**src/rtl/qpu_tiq_timer.sv**
```systemverilog
// Timing-instruction queue feeding an in-order countdown timer, plus the free-running QPU timestamp.
// Each buffered interval is counted down and then presented as a timepoint valid/ready handshake.
module qpu_tiq_timer #(
    parameter int unsigned TIME_WIDTH = 32,
    parameter int unsigned DEPTH      = 4,
    parameter int unsigned CNT_W      = $clog2(DEPTH + 1)
) (
    input  logic                  clk,
    input  logic                  rst,
    input  logic                  tiq_flush,
    input  logic                  tiq_wbck_ena,
    output logic                  tiq_wbck_ready,
    input  logic [TIME_WIDTH-1:0] tiq_wbck_data,
    input  logic                  tmr_ena,
    output logic                  tmr_fire_valid,
    input  logic                  tmr_fire_ready,
    output logic [CNT_W-1:0]      tiq_count,
    output logic                  tiq_empty,
    output logic [TIME_WIDTH-1:0] tmr_clk
);

    localparam int unsigned PTR_W = $clog2(DEPTH);

    typedef enum logic [1:0] {
        IDLE  = 2'd0,
        COUNT = 2'd1,
        FIRE  = 2'd2
    } state_t;

    state_t                state;
    state_t                state_nxt;
    logic [TIME_WIDTH-1:0] cnt;
    logic [TIME_WIDTH-1:0] cnt_nxt;
    logic [TIME_WIDTH-1:0] mem [DEPTH];
    logic [PTR_W-1:0]      wr_ptr;
    logic [PTR_W-1:0]      rd_ptr;
    logic [TIME_WIDTH-1:0] head;
    logic                  push;
    logic                  pop;
    logic                  can_pop;

    // Flow control decodes straight from registered occupancy, so a same-cycle pop never frees a slot.
    assign tiq_wbck_ready = (tiq_count != CNT_W'(DEPTH));
    assign tiq_empty      = (tiq_count == '0);
    assign tmr_fire_valid = (state == FIRE);
    assign head           = mem[rd_ptr];
    assign push           = tiq_wbck_ena && tiq_wbck_ready && !tiq_flush;
    assign can_pop        = tmr_ena && !tiq_empty;

    // Next-state: pop is only legal from IDLE or on a FIRE handshake; flush overrides everything.
    always_comb begin
        state_nxt = state;
        cnt_nxt   = cnt;
        pop       = 1'b0;
        case (state)
            IDLE: begin
                pop = can_pop;
            end
            COUNT: begin
                if (tmr_ena) begin
                    if (cnt == '0) begin
                        state_nxt = FIRE;
                    end else begin
                        cnt_nxt = cnt - TIME_WIDTH'(1);
                    end
                end
            end
            FIRE: begin
                if (tmr_fire_ready) begin
                    state_nxt = IDLE;
                    pop       = can_pop;
                end
            end
            default: begin
                state_nxt = IDLE;
            end
        endcase
        // Loading D-1 gives a fire exactly D+1 cycles after the pop.
        if (pop) begin
            if (head == '0) begin
                state_nxt = FIRE;
            end else begin
                state_nxt = COUNT;
                cnt_nxt   = head - TIME_WIDTH'(1);
            end
        end
        if (tiq_flush) begin
            state_nxt = IDLE;
            cnt_nxt   = '0;
            pop       = 1'b0;
        end
    end

    always_ff @(posedge clk or posedge rst) begin
        if (rst) begin
            state     <= IDLE;
            cnt       <= '0;
            wr_ptr    <= '0;
            rd_ptr    <= '0;
            tiq_count <= '0;
            tmr_clk   <= '0;
        end else begin
            state <= state_nxt;
            cnt   <= cnt_nxt;
            if (tmr_ena) begin
                tmr_clk <= tmr_clk + TIME_WIDTH'(1);
            end
            if (tiq_flush) begin
                wr_ptr    <= '0;
                rd_ptr    <= '0;
                tiq_count <= '0;
            end else begin
                if (push) begin
                    wr_ptr <= wr_ptr + PTR_W'(1);
                end
                if (pop) begin
                    rd_ptr <= rd_ptr + PTR_W'(1);
                end
                case ({push, pop})
                    2'b10:   tiq_count <= tiq_count + CNT_W'(1);
                    2'b01:   tiq_count <= tiq_count - CNT_W'(1);
                    default: tiq_count <= tiq_count;
                endcase
            end
        end
    end

    // Payload storage needs no reset; occupancy guards every read.
    always_ff @(posedge clk) begin
        if (push) begin
            mem[wr_ptr] <= tiq_wbck_data;
        end
    end

endmodule

```
**config.mk**
```make
export PLATFORM = sky130hd
export DESIGN_NAME = qpu_tiq_timer
export DESIGN_NICKNAME = d
export VERILOG_FILES = /design/src/rtl/qpu_tiq_timer.sv
export SDC_FILE = /design/constraint.sdc
export NUM_CORES = 1
export LEC_CHECK = 0
export CELL_PAD_IN_SITES_DETAIL_PLACEMENT = 1
export CELL_PAD_IN_SITES_GLOBAL_PLACEMENT = 1
export CORE_ASPECT_RATIO = 0.8
export CORE_UTILIZATION = 50
export CTS_BUF_LIST = sky130_fd_sc_hd__clkbuf_4
export DETAILED_ROUTE_END_ITERATION = 10
export PLACE_DENSITY = 0.86
export SLEW_MARGIN = 20
export SYNTH_ARGS = -nofsm -noshare
export SYNTH_HDL_FRONTEND = slang
export SYNTH_SLANG_ARGS = --single-unit
```
**constraint.sdc**
```tcl
create_clock -name clk -period 6.15 [get_ports clk]
set_input_delay 0.615 -clock clk [delete_from_list [all_inputs] [get_ports clk]]
set_output_delay 0.615 -clock clk [all_outputs]
set_load 0.01 [all_outputs]
```
==> metrics <==
outcome complete, no violations; Worst-path clk slew 70 ps; clock tree buffer depth 3; crit share post-route 67.70%; Power Density 406.5 nW/um2; Max Freq 0.2402 GHz; hold crit path type flip-flop to flip-flop; Die W 153.3 um; CTS Hold Bufs 0; Synth Net Count 688; hold depth 1; RSZ-0062 raised after global routing no; peak supply drop 0.2690 mV; Area growth syn-to-layout 17.79%; initial antenna violation count 0; worst-skew pair later-pin latency 660 ps; Final min period 4163 ps; initial DRC count 325; mapped cell area 9151 um2; Worst EP required 6680 ps; CTS Buf Count 49; vias per inst 5.960; element type at the critical path end flip-flop; Layout Nets 799; max cap viols 0; fraction of registers with async set/reset 36.32%; post-DR wirelength/cell 22.61 um; Mapped Avg Cell Area 14.28 um2; routed wire length 22.93 mm; Crit Path Max Fanout 17; Setup Fix Bufs, Post-CTS 0; Hold Path Origin tmr_clk[31]; Fill cells 1,710; Cells after Synth 641; proportion of synthesized chip area in sequential cells 61.96%; # port buffers 75; Leakage Power 3.879 nW; number of global-route vias before repair 6,549; DR pass1 iterations 5; area of the die 18,850 um2; WHS Endpoint tmr_clk[31]; share of layout cells above drive strength 1 18.25%; worst slew pin tran 965.5 ps; Post-synth EDFFs 128; register-to-register setup slack 1990 ps; via count 6,043; first-pass GRT wire length 35.82 mm; GPL Wtd Cong 0.8717; final hold vios 0; Most used DFF post-synth edfxtp_1; synth warn 0; worst setup path class flip-flop to flip-flop; Max-slew headroom 35.63%; largest net degree at the start of global routing 74; total grt overflow 0; gr usage total 25.27%; Root Buffer clkbuf_4; die height 123.0 um; Pins Over Slew Limit 0; Post-DP HPWL 15.68 mm; row cnt 43; Core Area 17,590 um2; startpoint types flip-flop; diode count 0; antenna-violating nets left 0; H-tree lvl count 2; worst reg2reg endpoint cnt[10]; R2R Path Start rd_ptr[0]; Post-route DRC 0; Worst R2R Path Depth 8; initial core utilization 52.02%; skew final 41.60 ps; CP arrival 4700 ps; setup TNS 0 ps; Setup-failing EPs final 0; I/O pin count 76; synth unique cells 62; # resized after CTS 0; Sink Count 201; final core occ 61.27%; CTS tree built; register bit total from synthesis 201
[final cells by class]
class                           instances  area (um2)  area share (%)
Inverter                               13       48.80          0.4527
Clock inverter                          7       57.56          0.5340
Tap cell                              225       281.5           2.612
Multi-Input combinational cell        402        3286           30.48
Sequential cell                       201        5672           52.62
Clock buffer                           81       608.1           5.641
Timing Repair Buffer                   85       825.8           7.661
[Yosys cell counts, drive strengths merged, types with 2 or more instances]
master  instances  area share [%]
mux2            3            0.37
or4            13             1.1
nor2           45             1.8
inv            13            0.53
ha              8             1.1
and4            2            0.19
nand2          31             1.4
mux4           32             7.9
o21a            2            0.16
xor2           24             2.3
o41ai           2            0.19
or3             8            0.55
nor3           19             1.0
o31ai           5            0.41
o211ai          4            0.33
edfxtp        128              42
dfrtp          73              20
nor4b           3            0.29
o21ai           2            0.11
nor3b           2            0.16
nor4           23             1.9
a221oi          2            0.19
nand2b          3            0.21
a21oi           9            0.49
o221ai          3            0.29
buf            15             1.3
mux2i           5            0.55
nand4b          4            0.38
and2            6            0.41
nor2b           5            0.34
clkbuf         10            0.41
nand4          10            0.68
o22ai          22             1.5
xnor2          65             6.2
or2             5            0.34
nand3          12            0.71
and3            8            0.55
[where the power goes]
group	total (W)	internal [W]	leakage [nW]	switching [W]
logic	0.00141	0.000606	1.34	0.000800
clock network	0.00116	0.000634	0.399	0.000527
registers	0.00181	0.00162	2.14	0.000193
total	0.00438	0.00286	3.88	0.00152
[layout by cell type (no fill, tap or decap), types with 2 or more instances in the layout]
| master | count |
|---|---|
| xor2_1 | 24 |
| buf_4 | 10 |
| o221ai_1 | 3 |
| clkbuf_4 | 81 |
| a21oi_1 | 9 |
| ha_1 | 8 |
| nand4_1 | 10 |
| clkinv_1 | 5 |
| and2_1 | 6 |
| nand3_1 | 11 |
| nor3_1 | 19 |
| nor2b_1 | 5 |
| o21a_1 | 2 |
| nor4_1 | 20 |
| o31ai_1 | 4 |
| mux4_2 | 31 |
| nand4b_1 | 4 |
| dfrtp_1 | 72 |
| nor3b_1 | 2 |
| mux2_2 | 3 |
| o22ai_1 | 22 |
| xnor2_1 | 65 |
| clkdlybuf4s50_1 | 75 |
| o41ai_1 | 2 |
| and4_1 | 2 |
| nand2_1 | 30 |
| and3_1 | 8 |
| mux2i_1 | 5 |
| nor4_2 | 2 |
| inv_1 | 12 |
| or3_1 | 8 |
| or2_2 | 5 |
| edfxtp_1 | 128 |
| nor4b_1 | 2 |
| nand2b_1 | 3 |
| or4_1 | 12 |
| o211ai_1 | 4 |
| a221oi_1 | 2 |
| nor2_1 | 45 |
[worst max path at each step]
stage	start	end	depth (start not counted)	slack, ps
2_1_floorplan	rd_ptr[1]	cnt[14]	12	2960
3_3_place_gp	rd_ptr[0]	cnt[30]	8	2190
3_5_place_dp	rd_ptr[0]	cnt[10]	8	2000
4_1_cts	rd_ptr[0]	cnt[30]	8	1990
5_1_grt	rd_ptr[0]	cnt[30]	8	1740
6_report	rd_ptr[0]	cnt[10]	8	1990
[logic make-up (layout without fill, tap and decap cells)]
| group | Yosys count | count (layout) | synth area share, % |
|---|---|---|---|
| AND/OR/NAND/NOR | 205 | 205 | 12.65 |
| flip-flops | 201 | 201 | 61.96 |
| XOR/XNOR | 89 | 89 | 8.518 |
| AO/OA/AOI/OAI | 59 | 59 | 4.471 |
| multiplexers | 40 | 40 | 8.832 |
| buffers and inverters | 38 | 186 | 2.256 |
| adder cells (fa/ha/maj) | 9 | 9 | 1.313 |
[stage by stage]
step	power (W)	cells	setup slack (ps)	hold slack [ps]	instance area (um2)
5_1_grt	0.004617	1014	1735	513.9	10780
6_report	0.004382	1014	1987	475.0	10780
2_1_floorplan	0.002769	641	2960	507.6	9151
3_5_place_dp	0.003222	926	2005	469.6	10110
3_3_place_gp	0.003118	926	2194	462.1	10110
4_1_cts	0.004402	1014	1990	479.0	10770
[registers in the layout (all words and copies together), names as in the netlist]
signal	count
mem	128
cnt	32
tmr_clk	32
tiq_count	3
rd_ptr	2
state	2
wr_ptr	2
[per-layer routing]
metal / vias up / track usage [%] / wire (um)
met1: 3083 / 31.88 / 9642
met5: - / 0 / 0
met4: 0 / 10.73 / 533
met3: 46 / 5.889 / 1418
li1: 2698 / - / -
met2: 216 / 42.47 / 11330
[worst max-delay path: stages, from the launching register on]
cell	delay (ps)
dfrtp_2	770
buf_4	370
mux4_2	610
nor4_1	670
nand3_2	360
nor4_4	420
o21ai_1	330
buf_4	320
o22ai_1	200
No activity file was read; power rests on OpenSTA's default activity.
